File: src/rtl/mimsr_pkg.sv
// Shared constants and response entry type for the system-information responder.
package mimsr_pkg;

    localparam int unsigned MIMSR_IDX_MEMSIZE = 32'd0;
    localparam int unsigned MIMSR_IDX_DEVID   = 32'd1;
    localparam int unsigned MIMSR_IDX_CORES   = 32'd2;
    localparam int unsigned MIMSR_IDX_FEATURE = 32'd3;
    localparam int unsigned MIMSR_IDX_CYC_LO  = 32'd4;
    localparam int unsigned MIMSR_IDX_CYC_HI  = 32'd5;

    localparam int unsigned MIMSR_FEAT_CYCLE  = 32'd0;

    localparam int unsigned MIMSR_RESP_W      = 32'd33;

    typedef struct packed {
        logic        error;
        logic [31:0] data;
    } mimsr_resp_t;

endpackage

File: src/rtl/mimsr_sysinfo_if.sv
// Request/response bus of the system-information responder; master = CPU side, slave = device.
interface mimsr_sysinfo_if #(
    parameter int P_ADDR_W = 4
);
    logic                iREQ_VALID;
    logic [P_ADDR_W-1:0] iREQ_ADDR;
    logic                oREQ_BUSY;
    logic                oRESP_VALID;
    logic [31:0]         oRESP_DATA;
    logic                oRESP_ERROR;
    logic                iRESP_BUSY;

    modport master (
        output iREQ_VALID, iREQ_ADDR, iRESP_BUSY,
        input  oREQ_BUSY, oRESP_VALID, oRESP_DATA, oRESP_ERROR
    );

    modport slave (
        input  iREQ_VALID, iREQ_ADDR, iRESP_BUSY,
        output oREQ_BUSY, oRESP_VALID, oRESP_DATA, oRESP_ERROR
    );
endinterface

File: src/rtl/mimsr_resp_fifo.sv
// Generic synchronous show-ahead FIFO; head data reads as zero while empty.
module mimsr_resp_fifo #(
    parameter int P_WIDTH = 33,
    parameter int P_DEPTH = 4
) (
    input  logic                         iCLOCK,
    input  logic                         iRESET_SYNC,
    input  logic                         iPUSH,
    input  logic [P_WIDTH-1:0]           iDATA,
    input  logic                         iPOP,
    output logic [P_WIDTH-1:0]           oDATA,
    output logic                         oFULL,
    output logic                         oEMPTY,
    output logic [$clog2(P_DEPTH):0]     oCOUNT
);
    localparam int PTR_W = (P_DEPTH > 1) ? $clog2(P_DEPTH) : 1;
    localparam int CNT_W = $clog2(P_DEPTH) + 1;

    logic [P_WIDTH-1:0] mem_r [P_DEPTH];
    logic [PTR_W-1:0]   wrPtr_r;
    logic [PTR_W-1:0]   rdPtr_r;
    logic [CNT_W-1:0]   count_r;
    logic               pushEn_s;
    logic               popEn_s;

    assign oFULL    = (count_r == CNT_W'(P_DEPTH));
    assign oEMPTY   = (count_r == {CNT_W{1'b0}});
    assign oCOUNT   = count_r;
    assign pushEn_s = iPUSH & ~oFULL;
    assign popEn_s  = iPOP & ~oEMPTY;
    assign oDATA    = oEMPTY ? {P_WIDTH{1'b0}} : mem_r[rdPtr_r];

    // Storage and pointers; power-of-2 depth lets the pointers wrap naturally.
    always_ff @(posedge iCLOCK) begin
        if (iRESET_SYNC) begin
            wrPtr_r <= {PTR_W{1'b0}};
            rdPtr_r <= {PTR_W{1'b0}};
            for (int i = 0; i < P_DEPTH; i++) begin
                mem_r[i] <= {P_WIDTH{1'b0}};
            end
        end else begin
            if (pushEn_s) begin
                mem_r[wrPtr_r] <= iDATA;
                wrPtr_r        <= wrPtr_r + PTR_W'(1);
            end
            if (popEn_s) begin
                rdPtr_r <= rdPtr_r + PTR_W'(1);
            end
        end
    end

    // Occupancy count.
    always_ff @(posedge iCLOCK) begin
        if (iRESET_SYNC) begin
            count_r <= {CNT_W{1'b0}};
        end else begin
            case ({pushEn_s, popEn_s})
                2'b10:   count_r <= count_r + CNT_W'(1);
                2'b01:   count_r <= count_r - CNT_W'(1);
                default: count_r <= count_r;
            endcase
        end
    end

endmodule

File: src/rtl/mimsr_sysinfo.sv
// Indexed system-information responder with queued responses.
// Optional 64-bit cycle counter enabled by defining MIMSR_CYCLE_COUNTER_EN.
module mimsr_sysinfo
    import mimsr_pkg::*;
#(
    parameter int          P_ADDR_W     = 4,
    parameter int          P_FIFO_DEPTH = 4,
    parameter logic [31:0] P_MEM_SIZE   = 32'h0400_0000,
    parameter logic [31:0] P_DEVICE_ID  = 32'h1032_0001,
    parameter logic [31:0] P_CORE_COUNT = 32'h0000_0001
) (
    input  logic            iCLOCK,
    input  logic            iRESET_SYNC,
    mimsr_sysinfo_if.slave  bus
);
    localparam int CNT_W = $clog2(P_FIFO_DEPTH) + 1;
`ifdef MIMSR_CYCLE_COUNTER_EN
    localparam logic [31:0] FEATURE_VAL = 32'h0000_0001 << MIMSR_FEAT_CYCLE;
`else
    localparam logic [31:0] FEATURE_VAL = 32'h0000_0000;
`endif

    logic             accept_s;
    logic             pop_s;
    logic             busy_s;
    logic             fifoFull_s;
    logic             fifoEmpty_s;
    logic [CNT_W-1:0] fifoCount_s;
    mimsr_resp_t      lookup_s;
    mimsr_resp_t      head_s;

    assign busy_s   = (fifoCount_s == CNT_W'(P_FIFO_DEPTH));
    assign accept_s = bus.iREQ_VALID & ~busy_s;
    assign pop_s    = ~fifoEmpty_s & ~bus.iRESP_BUSY;

    assign bus.oREQ_BUSY   = busy_s;
    assign bus.oRESP_VALID = ~fifoEmpty_s;
    assign bus.oRESP_DATA  = head_s.data;
    assign bus.oRESP_ERROR = head_s.error;

`ifdef MIMSR_CYCLE_COUNTER_EN
    logic [63:0] cycleCnt_r;
    logic [31:0] cycleSnap_r;

    // Free-running cycle counter; a CYC_LO read captures the upper half for a later CYC_HI read.
    always_ff @(posedge iCLOCK) begin
        if (iRESET_SYNC) begin
            cycleCnt_r  <= 64'h0;
            cycleSnap_r <= 32'h0;
        end else begin
            cycleCnt_r <= cycleCnt_r + 64'h1;
            if (accept_s && (bus.iREQ_ADDR == P_ADDR_W'(MIMSR_IDX_CYC_LO))) begin
                cycleSnap_r <= cycleCnt_r[63:32];
            end else begin
                cycleSnap_r <= cycleSnap_r;
            end
        end
    end
`endif

    // Register-map lookup; anything not mapped answers zero with error set.
    always_comb begin
        lookup_s = '{error: 1'b1, data: 32'h0};
        case (bus.iREQ_ADDR)
            P_ADDR_W'(MIMSR_IDX_MEMSIZE): lookup_s = '{error: 1'b0, data: P_MEM_SIZE};
            P_ADDR_W'(MIMSR_IDX_DEVID):   lookup_s = '{error: 1'b0, data: P_DEVICE_ID};
            P_ADDR_W'(MIMSR_IDX_CORES):   lookup_s = '{error: 1'b0, data: P_CORE_COUNT};
            P_ADDR_W'(MIMSR_IDX_FEATURE): lookup_s = '{error: 1'b0, data: FEATURE_VAL};
`ifdef MIMSR_CYCLE_COUNTER_EN
            P_ADDR_W'(MIMSR_IDX_CYC_LO):  lookup_s = '{error: 1'b0, data: cycleCnt_r[31:0]};
            P_ADDR_W'(MIMSR_IDX_CYC_HI):  lookup_s = '{error: 1'b0, data: cycleSnap_r};
`endif
            default:                      lookup_s = '{error: 1'b1, data: 32'h0};
        endcase
    end

    mimsr_resp_fifo #(
        .P_WIDTH (MIMSR_RESP_W),
        .P_DEPTH (P_FIFO_DEPTH)
    ) u_fifo (
        .iCLOCK      (iCLOCK),
        .iRESET_SYNC (iRESET_SYNC),
        .iPUSH       (accept_s & ~fifoFull_s),
        .iDATA       (lookup_s),
        .iPOP        (pop_s),
        .oDATA       (head_s),
        .oFULL       (fifoFull_s),
        .oEMPTY      (fifoEmpty_s),
        .oCOUNT      (fifoCount_s)
    );

endmodule

File: src/flat_wrapper.sv
// flat-port wrapper written by rule: the top's interface ports become plain ports
module mimsr_sysinfo_flat import mimsr_pkg::*;
#(
    parameter int          P_ADDR_W     = 4,
    parameter int          P_FIFO_DEPTH = 4,
    parameter logic [31:0] P_MEM_SIZE   = 32'h0400_0000,
    parameter logic [31:0] P_DEVICE_ID  = 32'h1032_0001,
    parameter logic [31:0] P_CORE_COUNT = 32'h0000_0001
)
  (iCLOCK, iRESET_SYNC, bus_iREQ_VALID, bus_iREQ_ADDR, bus_iRESP_BUSY, bus_oREQ_BUSY, bus_oRESP_VALID, bus_oRESP_DATA, bus_oRESP_ERROR);
  mimsr_sysinfo_if #(.P_ADDR_W(P_ADDR_W)) bus_i ();
  input  logic iCLOCK;
  input  logic iRESET_SYNC;
  input wire logic [$bits(bus_i.iREQ_VALID)-1:0] bus_iREQ_VALID;
  input wire logic [$bits(bus_i.iREQ_ADDR)-1:0] bus_iREQ_ADDR;
  input wire logic [$bits(bus_i.iRESP_BUSY)-1:0] bus_iRESP_BUSY;
  output wire logic [$bits(bus_i.oREQ_BUSY)-1:0] bus_oREQ_BUSY;
  output wire logic [$bits(bus_i.oRESP_VALID)-1:0] bus_oRESP_VALID;
  output wire logic [$bits(bus_i.oRESP_DATA)-1:0] bus_oRESP_DATA;
  output wire logic [$bits(bus_i.oRESP_ERROR)-1:0] bus_oRESP_ERROR;
  assign bus_i.iREQ_VALID = bus_iREQ_VALID;
  assign bus_i.iREQ_ADDR = bus_iREQ_ADDR;
  assign bus_i.iRESP_BUSY = bus_iRESP_BUSY;
  assign bus_oREQ_BUSY = bus_i.oREQ_BUSY;
  assign bus_oRESP_VALID = bus_i.oRESP_VALID;
  assign bus_oRESP_DATA = bus_i.oRESP_DATA;
  assign bus_oRESP_ERROR = bus_i.oRESP_ERROR;
  mimsr_sysinfo #(.P_ADDR_W(P_ADDR_W), .P_FIFO_DEPTH(P_FIFO_DEPTH), .P_MEM_SIZE(P_MEM_SIZE), .P_DEVICE_ID(P_DEVICE_ID), .P_CORE_COUNT(P_CORE_COUNT)) u_core (.iCLOCK(iCLOCK), .iRESET_SYNC(iRESET_SYNC), .bus(bus_i));
endmodule
File: config.mk
export PLATFORM = sky130hd
export DESIGN_NAME = mimsr_sysinfo_flat
export DESIGN_NICKNAME = d
export VERILOG_FILES = /design/src/rtl/mimsr_pkg.sv /design/src/rtl/mimsr_sysinfo_if.sv /design/src/rtl/mimsr_resp_fifo.sv /design/src/rtl/mimsr_sysinfo.sv /design/src/flat_wrapper.sv
export SDC_FILE = /design/constraint.sdc
export NUM_CORES = 1
export LEC_CHECK = 0
export BUFFER_PORTS_ARGS = -buffer_cell sky130_fd_sc_hd__buf_2
export CORE_MARGIN = 1
export CORE_UTILIZATION = 45
export DETAILED_ROUTE_END_ITERATION = 10
export PLACE_DENSITY = 0.69
export SETUP_SLACK_MARGIN = 0.4
export SYNTH_ARGS = -nofsm -noshare
export SYNTH_HDL_FRONTEND = slang
export SYNTH_SLANG_ARGS = --single-unit
File: constraint.sdc
create_clock -name iCLOCK -period 4.5 [get_ports iCLOCK]
set_input_delay 0 -clock iCLOCK [delete_from_list [all_inputs] [get_ports iCLOCK]]
set_output_delay 0 -clock iCLOCK [all_outputs]
set_load 0.03 [all_outputs]
==> flow_metrics.py <==
metrics = {
    "outcome": {
        "status": "complete, no violations",
    },
    "place": {
        "port_buffers": 16,
        "hpwl_mm": 1.748,
        "globalplace.congestion": 0.8339,
        "placed_area_sq_mm": 0.001426,
        "dp_slack_ps": 1992,
    },
    "floorplanning": {
        "core.rowCount": 20,
        "die_w_um": 58.47,
        "start_util": 0.4740,
        "io_pins": 43,
        "die_h_um": 58.47,
        "fp.dieArea_sq_mm": 0.003419,
        "core_area_sq_mm": 0.003028,
    },
    "sta": {
        "fin_ws_ps": 1978,
        "final.min_clock_period_ps": 2522,
        "maxSlewViolCount": 0,
        "skew_ps": 2.715,
        "maxSlewHeadroom": 0.6155,
        "max_freq_mhz": 396.4,
        "setup_viol": 0,
        "rsz0062_at_grt": "no",
        "hold_violations": 0,
        "post-route-period-util": 0.5606,
        "fin_setup_tns_ps": 0,
        "tightest_slew_ps": 573.7,
        "holdWs_ps": 19.21,
    },
    "drt": {
        "dr.first_iter.drc_count": 27,
        "firstDrtPassIters": 4,
        "vias": 888,
        "ant_nets": 0,
        "wl_per_cell_um": 11.36,
        "vias_per_cell": 4.625,
        "drc": 0,
        "wirelength_mm": 2.181,
    },
    "grt": {
        "grt_max_degree": 18,
        "busiest_layer": "met2",
        "grt.overflow.total": 0,
        "grt_util_all_layers": 0.1356,
        "grt_antenna_before_repair": 0,
        "grt_pass1_vias": 771,
        "grt_use_met1": 0.1640,
        "grt_pass1_wl_mm": 3.429,
        "grtUsageMet3": 0.01538,
        "grt_use_met2": 0.2430,
    },
    "setup_path": {
        "worstSetupEndpoint": "u_core.u_fifo.oCOUNT[2]",
        "path_class": "register to register",
        "r2r-start": "u_core.u_fifo.oCOUNT[2]",
        "ff2ff_path_depth": 8,
        "crit_start": "u_core.u_fifo.oCOUNT[2]",
        "end_kind": "register",
        "crit_arrival_ps": 2770,
        "reg2reg_to": "u_core.u_fifo.oCOUNT[2]",
        "worst_setup_path_start_kind": "register",
        "critPathMaxFanout": 9,
        "rrSetupSlack_ps": 1980,
        "cp_data_required_time_ps": 4740,
    },
    "synth": {
        "ys_warn_count": 0,
        "ys_types": 36,
        "yosysTopAreaCellShare": 0.3348,
        "ys_dominant_reg_cell": "edfxtp_1",
        "synth-seq-cells": 25,
        "synthArstFlopShare": 0,
        "avgSynthCellArea_sq_um": 10.63,
        "synthCells": 135,
        "synth_area_sq_mm": 0.001435,
        "synth_area_leader_cell": "edfxtp_1",
        "ys_seq_area_frac": 0.4603,
        "yosys-top-cells-area": "edfxtp_1, buf_4, dfxtp_1",
        "synth_edf_count": 16,
    },
    "clock_network": {
        "clock-sinks": 25,
        "htreeDepth": 1,
        "cts_tree": "done",
        "clkTransAtPathRegs_ps": 120,
        "cts_setup_buffers": 0,
        "ctsHoldBuffers": 0,
        "cts.repair.resized": 0,
        "clkLatencyLatePin_ps": 300,
        "root_buffer": "clkbuf_4",
        "clock_path_buffers": 2,
        "cts_made_buffers": 3,
    },
    "cells_and_area": {
        "regArea_sq_um": 660.6,
        "drive_gt1_frac": 0.2095,
        "final_area_sq_mm": 0.001453,
        "area_growth_pct": 1.220,
        "fillCellCount": 300,
        "multi_input_area_sq_um": 610.6,
        "nets": 159,
        "antennaDiodeCount": 0,
    },
    "power_and_ir_drop": {
        "fin_total_pwr_mw": 0.6839,
        "ir_drop_mv": 0.2163,
        "p_per_area_mw_per_mm2": 470.8,
        "leakage_nw": 0.5852,
    },
    "hold_path": {
        "hold_class": "primary input to register",
    },
    "job": {
        "drv_cap": 0,
    },
}
-- layer usage --
metal  wire length [um]  part of all wire
met1                937              0.43
met2               1093              0.50
met3                150             0.069
met4                  0                 0
met5                  0                 0
-- stage by stage --
step                      std cells  utilization
final                           192       0.4798
after CTS                       192       0.4798
after floorplan                 160            -
after global placement          188       0.4711
after global routing            192       0.4798
after detailed placement        188       0.4711
-- worst max-delay path: stages, from the launching register on --
cell and delay (ps):
dfxtp_1 390, or3b_1 540, nand2_4 160, ha_1 200, inv_1 60, fa_1 390, xor2_1 170, or3_2 420
a21oi_1 140
-- sequential cells by signal, indices dropped and copies added (netlist names), named ones only --
name and count:
u_core.u_fifo.mem_r 16, u_core.u_fifo.oCOUNT 3, u_core.u_fifo.rdPtr_r 2, u_core.u_fifo.wrPtr_r 2
-- placed cells by master (no fill, tap or decap), types with 2 or more instances in the layout --
cell	count
a21oi_1	5
buf_2	16
clkbuf_4	3
conb_1	26
dfxtp_1	9
edfxtp_1	16
inv_1	4
mux4_2	4
nand2_1	3
nand2b_1	3
nand3_1	3
nor2_1	17
nor2b_1	6
nor3_1	5
nor3b_1	2
o21ai_0	3
or3_1	3
xor2_1	3
-- where the power goes --
part / internal (mW) / switching (mW)
sequential: 0.280 / 0.0288
combinational: 0.0949 / 0.186
clock: 0.0345 / 0.0594
-- kinds of logic (layout without fill, tap and decap cells) --
group                      count (synthesis)  count (layout)  synth area share
adders and majority gates                  2               2           0.02267
buffers and inverters                     37              25            0.1796
and+or+nand+nor                           49              49            0.1848
AOI/OAI and AO/OA                         13              13           0.05841
DFF                                       25              25            0.4603
other                                      1              26          0.002613
muxes                                      5               5           0.07323
xor gates and xnor gates                   3               3           0.01831
-- area by class of cell --
type | instances | area share
clock buffer | 4 | 0.01809
inverter | 5 | 0.01378
multi-input combinational | 98 | 0.4203
sequential | 25 | 0.4548
tap | 44 | 0.03790
timing repair buffer | 16 | 0.05513
-- cells in the mapped netlist (all sizes together), types with 2 or more instances --
cell type	count
inv	4
or3	4
nor3	6
dfxtp	9
buf	31
a21oi	6
nand2	4
nor2	17
mux4	4
nor2b	6
xor2	3
nand3	3
nor3b	2
nand2b	3
o21ai	4
edfxtp	16
-- worst min-delay path by stage --
stage / start / end / slack (ps) / cells past startpoint
after detailed placement: bus_iRESP_BUSY / u_core.u_fifo.rdPtr_r[0] / 350 / 3
after global placement: bus_iRESP_BUSY / u_core.u_fifo.rdPtr_r[0] / 330 / 3
after global routing: iRESET_SYNC / u_core.u_fifo.wrPtr_r[1] / 30 / 2
final: bus_iRESP_BUSY / u_core.u_fifo.rdPtr_r[0] / 20 / 3
after CTS: bus_iRESP_BUSY / u_core.u_fifo.rdPtr_r[0] / 10 / 3
after floorplan: bus_iREQ_ADDR[2] / u_core.u_fifo.mem_r[3][0] / 200 / 1
(Power assumes the default switching activity.)
